==> config.mk <==
export PLATFORM = sky130hd
export DESIGN_NAME = reg_writeback
export DESIGN_NICKNAME = d
export VERILOG_FILES = /design/src/rtl/reg_writeback.sv
export SDC_FILE = /design/constraint.sdc
export NUM_CORES = 1
export LEC_CHECK = 0
export CELL_PAD_IN_SITES_DETAIL_PLACEMENT = 0
export CELL_PAD_IN_SITES_GLOBAL_PLACEMENT = 1
export CORE_ASPECT_RATIO = 1.75
export CORE_UTILIZATION = 40
export DETAILED_ROUTE_END_ITERATION = 16
export GPL_TIMING_DRIVEN = 0
export PLACE_DENSITY_LB_ADDON = 0.2
export REMOVE_ABC_BUFFERS = 1
export SLEW_MARGIN = 30
export SYNTH_ARGS = -nofsm -noshare
export SYNTH_HDL_FRONTEND = slang
export SYNTH_SLANG_ARGS = --single-unit
==> constraint.sdc <==
create_clock -name clk -period 2.7 [get_ports clk]
set_input_delay 0.54 -clock clk [delete_from_list [all_inputs] [get_ports clk]]
set_output_delay 0.54 -clock clk [all_outputs]
set_load 0.02 [all_outputs]
==> src/rtl/reg_writeback.sv <==
// reg_writeback -- register-file writeback arbiter with a load-return FIFO.
//
// Each cycle at most one register-file write is produced. The execute result
// always has priority. Otherwise the head of the load-return FIFO is retired.
// An execute write to register R squashes any older queued load to R, and any
// same-cycle accepted load to R. A squashed entry still drains from the FIFO,
// but it takes one idle output cycle and produces no write.
//
// A per-register pending scoreboard tracks loads that have been issued but not
// yet written back or squashed.
//
// Optional feature, macro WB_BYPASS_EN: an accepted load sees no execute write
// and an empty FIFO. In that case it goes straight to the output registers and
// does not occupy a FIFO slot.
//
// Ports:
//   clk, Nrst                  clock, synchronous active-low reset
//   ex_valid/ex_reg/ex_data    execute result (no backpressure)
//   mem_valid/mem_reg/mem_data load return, accepted on mem_valid && mem_ready
//   mem_ready                  FIFO has room (and not in reset)
//   ld_issue/ld_reg            load issued; marks ld_reg pending
//   write_req/write/write_data registered register-file write port
//   pending                    outstanding-load scoreboard
//   fifo_count                 FIFO occupancy, squashed entries included
module reg_writeback #(
  parameter int DEPTH = 4
) (
  input  logic        clk,
  input  logic        Nrst,
  input  logic        ex_valid,
  input  logic [3:0]  ex_reg,
  input  logic [31:0] ex_data,
  input  logic        mem_valid,
  input  logic [3:0]  mem_reg,
  input  logic [31:0] mem_data,
  output logic        mem_ready,
  input  logic        ld_issue,
  input  logic [3:0]  ld_reg,
  output logic        write_req,
  output logic [3:0]  write,
  output logic [31:0] write_data,
  output logic [15:0] pending,
  output logic [3:0]  fifo_count
);

  localparam int PW = $clog2(DEPTH);

  // FIFO storage. A slot's valid bit is cleared when the slot is popped, so an
  // unoccupied slot can never match a squash compare.
  logic [DEPTH-1:0][3:0]  ent_reg_q;
  logic [DEPTH-1:0][31:0] ent_data_q;
  logic [DEPTH-1:0]       ent_vld_q, ent_vld_d;
  logic [PW-1:0]          rd_ptr_q, rd_ptr_d, wr_ptr_q, wr_ptr_d;
  logic [3:0]             cnt_q, cnt_d;

  logic        wr_req_q, wr_req_d;
  logic [3:0]  wr_idx_q, wr_idx_d;
  logic [31:0] wr_data_q, wr_data_d;
  logic [15:0] pend_q, pend_d, pend_clr, pend_set;

  logic             accept, fifo_empty, pop, push, bypass, mem_sq;
  logic [DEPTH-1:0] sq_hit;

  assign mem_ready  = (cnt_q < 4'(DEPTH)) && Nrst;
  assign accept     = mem_valid && mem_ready;
  assign fifo_empty = (cnt_q == 4'd0);
  assign pop        = !ex_valid && !fifo_empty;

`ifdef WB_BYPASS_EN
  assign bypass = !ex_valid && fifo_empty && accept;
`else
  assign bypass = 1'b0;
`endif

  assign push = accept && !bypass;

  // Loads in the FIFO are always older than the concurrent execute result,
  // so an execute write to R makes every live queued load to R obsolete.
  for (genvar i = 0; i < DEPTH; i++) begin : g_sq
    assign sq_hit[i] = ex_valid && ent_vld_q[i] && (ent_reg_q[i] == ex_reg);
  end
  assign mem_sq = ex_valid && accept && (mem_reg == ex_reg);

  // Output source selection and scoreboard clears.
  always_comb begin
    wr_req_d  = 1'b0;
    wr_idx_d  = wr_idx_q;
    wr_data_d = wr_data_q;
    pend_clr  = '0;
    if (ex_valid) begin
      wr_req_d  = 1'b1;
      wr_idx_d  = ex_reg;
      wr_data_d = ex_data;
    end else if (pop) begin
      // A squashed head drains silently.
      if (ent_vld_q[rd_ptr_q]) begin
        wr_req_d                     = 1'b1;
        wr_idx_d                     = ent_reg_q[rd_ptr_q];
        wr_data_d                    = ent_data_q[rd_ptr_q];
        pend_clr[ent_reg_q[rd_ptr_q]] = 1'b1;
      end
    end else if (bypass) begin
      wr_req_d          = 1'b1;
      wr_idx_d          = mem_reg;
      wr_data_d         = mem_data;
      pend_clr[mem_reg] = 1'b1;
    end
    if ((|sq_hit) || mem_sq) pend_clr[ex_reg] = 1'b1;
  end

  // A same-cycle issue to the same register overrides the clear.
  assign pend_set = ld_issue ? (16'd1 << ld_reg) : 16'd0;
  assign pend_d   = (pend_q & ~pend_clr) | pend_set;

  always_comb begin
    ent_vld_d = ent_vld_q & ~sq_hit;
    rd_ptr_d  = rd_ptr_q;
    wr_ptr_d  = wr_ptr_q;
    if (pop) begin
      ent_vld_d[rd_ptr_q] = 1'b0;
      rd_ptr_d            = rd_ptr_q + 1'b1;
    end
    if (push) begin
      ent_vld_d[wr_ptr_q] = !mem_sq;
      wr_ptr_d            = wr_ptr_q + 1'b1;
    end
    cnt_d = cnt_q + {3'd0, push} - {3'd0, pop};
  end

  always_ff @(posedge clk) begin
    if (!Nrst) begin
      ent_vld_q <= '0;
      rd_ptr_q  <= '0;
      wr_ptr_q  <= '0;
      cnt_q     <= '0;
      wr_req_q  <= 1'b0;
      wr_idx_q  <= '0;
      wr_data_q <= '0;
      pend_q    <= '0;
    end else begin
      ent_vld_q <= ent_vld_d;
      rd_ptr_q  <= rd_ptr_d;
      wr_ptr_q  <= wr_ptr_d;
      cnt_q     <= cnt_d;
      wr_req_q  <= wr_req_d;
      wr_idx_q  <= wr_idx_d;
      wr_data_q <= wr_data_d;
      pend_q    <= pend_d;
    end
  end

  // Payload needs no reset; occupancy is governed by the valid bits and count.
  always_ff @(posedge clk) begin
    if (push) begin
      ent_reg_q[wr_ptr_q]  <= mem_reg;
      ent_data_q[wr_ptr_q] <= mem_data;
    end
  end

  assign write_req  = wr_req_q;
  assign write      = wr_idx_q;
  assign write_data = wr_data_q;
  assign pending    = pend_q;
  assign fifo_count = cnt_q;

endmodule

==> parameters.txt <==
Parameter                              Value

Global routing
  Largest net degree at the start of global routing ... a little under 60
  GRT Total Usage ... roughly a fifth
  Overflow after GRT ... 0
  Via count of the first global-routing pass ... 6193
  Number of antenna violations at the first check in global routing ... 0
  First-pass GRT wire length ... between 30000 and 40000 um

Synth
  Count of different cell masters after synthesis ... 46
  Dominant cells by area after synthesis ... sky130_fd_sc_hd__edfxtp_1 49%, sky130_fd_sc_hd__dfxtp_1 15%, sky130_fd_sc_hd__mux4_2 9.5%
  Largest family of logic cells by synthesized area ... simple AND/OR/NAND/NOR gates
  Number of warning messages in the yosys log ... 0
  Adder-cell area share of the yosys netlist ... 2.08%
  Area fraction in and, or, nand and nor cells after synthesis ... between 10% and 20%
  Share of the yosys chip area belonging to registers ... 64.1%
  Cell area after synthesis ... just under 9000 sq um
  Mapped Avg Cell Area ... between 10 and 15 sq um
  Share of the synthesized area in compound gates (AO/OA/AOI/OAI) ... under 10%
  Top FF cell, synth ... sky130_fd_sc_hd__edfxtp_1
  Synthesis-stage register bit count ... around 210
  Mux share of post-synthesis cell area ... a little under a tenth
  Portion of synthesized cell area occupied by the leading cell type ... about half
  FFs w/ async S/R, synth ... 0%
  Synthesized instance count ... approximately 640
  Number of synthesized flops with an enable pin ... ~140
  Synth Area in XOR/XNOR ... ~1.8%
  Library cell occupying the most area in the post-synthesis netlist ... sky130_fd_sc_hd__edfxtp_1

Final layout
  Most common cell after layout, fill and taps aside ... sky130_fd_sc_hd__edfxtp_1
  Non-Filler Instances ... roughly 1100
  Total non-filler cell area in the finished layout ... ~11000 sq um
  Layout cell share with drive strength beyond 1 ... about an eighth
  Most frequent cells in the layout ... 144 x sky130_fd_sc_hd__edfxtp_1, 132 x sky130_fd_sc_hd__clkdlybuf4s50_1, 99 x sky130_fd_sc_hd__nand2_1, 63 x sky130_fd_sc_hd__dfxtp_1, 40 x sky130_fd_sc_hd__nand3_1
  Area added between synthesis and finish ... 27.3%
  Antenna cell count ... 0
  Final Net Count ... 858

Placed design
  Placed wire-length estimate ... 13900 um
  Placed Instance Area ... 10500 sq um
  Routability congestion estimate ... 0.872
  Number of input and output port buffers inserted ... 138
  Instance count after placement with tap cells included ... between 1000 and 1500
  Place WS ... -619 ps

STA
  Final setup viols ... 0
  Hold Fails Final Rpt ... 0
  Final Cycle Share ... approximately 96%
  Time the worst path needs with I/O delays and setup ... roughly 2600 ps
  Setup repair after global routing missed its margin ... false
  Worst Skew ... just under 10 ps
  Slew at the pin closest to its max-slew limit ... between 900 and 1000 ps
  Post-route setup slack ... roughly 110 ps
  Max Slew Vio Count ... 0
  Hold Worst Slack ... slightly below 400 ps
  Setup TNS after final layout ... 0 ps
  Headroom to the max-slew limit ... 39.5%
  FMAX ... approximately 0.39 GHz

Detailed routing
  Detail-routed net length per standard cell ... a little under 20 um
  DRC violations left ... 0
  DR vias/cell ... 5.33
  Total wirelength of the detailed-routed design ... around 21000 um
  DRC marker count from the first detailed-route iteration ... around 300
  Total via count after detailed routing ... 5700
  First-pass DRT Iterations ... 4
  Antenna-violating nets left ... 0

Die
  Initial Util ... about two fifths
  Row count ... 71
  Area of the core region ... 21500 sq um
  Number of top-level design ports ... between 100 and 150
  Die H ... just under 200 um
  Floorplan die area ... around 23000 sq um
  Die width ... ~110 um

Pwr
  Static power due to leakage ... 4.04 nW
  Power density over the cells ... about 770 nW/um^2
  Peak supply drop ... ~0.56 mV

Critical path
  Kind of start point of the critical path ... flop
  Worst R2R Path Depth ... 11
  Required arrival time at the worst endpoint ... roughly 3000 ps
  Type of destination of the critical path ... flop
  WS Path Type ... reg2reg
  FF-to-FF Start ... fifo_count[2]
  Worst reg-to-reg setup slack ... around 110 ps
  Critical path data arrival time ... about 3000 ps
  Reg2Reg Capture Point ... fifo_count[2]
  Maximum net fanout on the critical path ... 8

Clock tree
  Root Driver ... sky130_fd_sc_hd__clkbuf_16
  CTS H-Tree Depth ... 1
  Deepest clock path buffer count ... 3
  Number of buffers created by CTS ... 21
  TritonCTS clock tree ... yes
  Number of sinks driven by the clock tree ... 209
  Number of buffers inserted by hold repair at cts ... 0
  CTS clk-pin slew, worst paths ... approximately 60 ps
  Clock latency reported for the late side of the worst-skew pair ... approximately 490 ps

Run status
  Outcome ... finished, final reports clean

Min path
  Path class of the lowest-slack min-delay path ... in2reg
  Worst Hold Launch ... Nrst
  Number of cells on the worst hold path ... 2
  End point of the most critical hold path ... write_data[6]

Flow run
  Reported max-cap violation count ... 0
-- synthesized netlist by cell type (all sizes together) (6+ instances only) --
library cell / number
edfxtp: 144
nand2: 101
dfxtp: 65
nand3: 42
mux4: 37
o211a: 32
inv: 22
buf: 21
clkbuf: 21
a21oi: 19
nor2: 17
ha: 13
a32oi: 12
xor2: 12
and2: 10
a2111oi: 7
nor2b: 7
xnor2: 6
-- where the power goes --
group	total (W)	switching (W)	internal (W)	leakage, nW
registers	0.00390	0.000227	0.00367	1.84
logic	0.00197	0.000939	0.00103	1.89
clock network	0.00275	0.00118	0.00157	0.312
-- layer usage --
metal	up-vias	part of all wire (%)	GRT usage [%]
met4	0	3.7	8.13
met2	147	57	36.7
met3	52	4.0	2.91
met1	2835	35	18.9
met5	-	0	0
li1	2666	-	-
-- worst max path at each step --
stage | startpoint | to | slack [ps] | cells after the start
finish | fifo_count[2] | fifo_count[2] | 110 | 11
global route | fifo_count[2] | fifo_count[2] | 2 | 11
CTS | ex_reg[2] | pending[0] | 5 | 7
detailed placement | ex_valid | fifo_count[2] | -620 | 12
global placement | ex_valid | write_data[23] | -3570 | 4
floorplan | rd_ptr_q[0] | write_data[0] | -1220 | 4
-- metrics by stage --
stage	total power (W)	util, %
global route	0.00907	52.0
finish	0.00862	52.0
floorplan	0.00517	-
CTS	0.00875	51.8
detailed placement	0.00598	48.8
global placement	0.00592	48.1
-- worst max-delay path: stages, from the launching register on --
cell and delay [ps]:
sky130_fd_sc_hd__dfxtp_1 310, sky130_fd_sc_hd__inv_1 70, sky130_fd_sc_hd__ha_1 190, sky130_fd_sc_hd__or3b_2 510, sky130_fd_sc_hd__and2_4 220, sky130_fd_sc_hd__ha_1 270
sky130_fd_sc_hd__inv_1 50, sky130_fd_sc_hd__ha_1 150, sky130_fd_sc_hd__inv_1 50, sky130_fd_sc_hd__fa_1 380, sky130_fd_sc_hd__xnor2_1 130, sky130_fd_sc_hd__and2_1 150
-- flip-flops by register name, indices dropped and copies added (netlist names) --
name and count:
ent_data_q 128, ent_reg_q 16, ent_vld_q 4, fifo_count 4, pending 16, rd_ptr_q 2, wr_ptr_q 2, write 4
write_data 32, write_req 1
-- area by class of cell --
type	count	area, sq um
Clock inverter	8	73.8
Inverter	22	87.6
Multi-Input combinational cell	365	2920
Sequential cell	209	5630
Tap cell	292	365
Clock buffer	30	569
Fill cell	1895	10300
Timing Repair Buffer	144	1520
-- kinds of logic after synthesis --
logic type      count (synthesis)
compound gates                 98
xor+xnor                       18
fa+ha+maj                      14
buf+inv                        64
flops                         209
mux                            37
simple gates                  198
-- what timing repair did --
action / CTS / global route
buffers inserted: 0 / 0
endpoints found under the setup margin: 6 / 16
resized for setup: 4 / 7
Note: power is estimated with default switching activity, not from simulation.
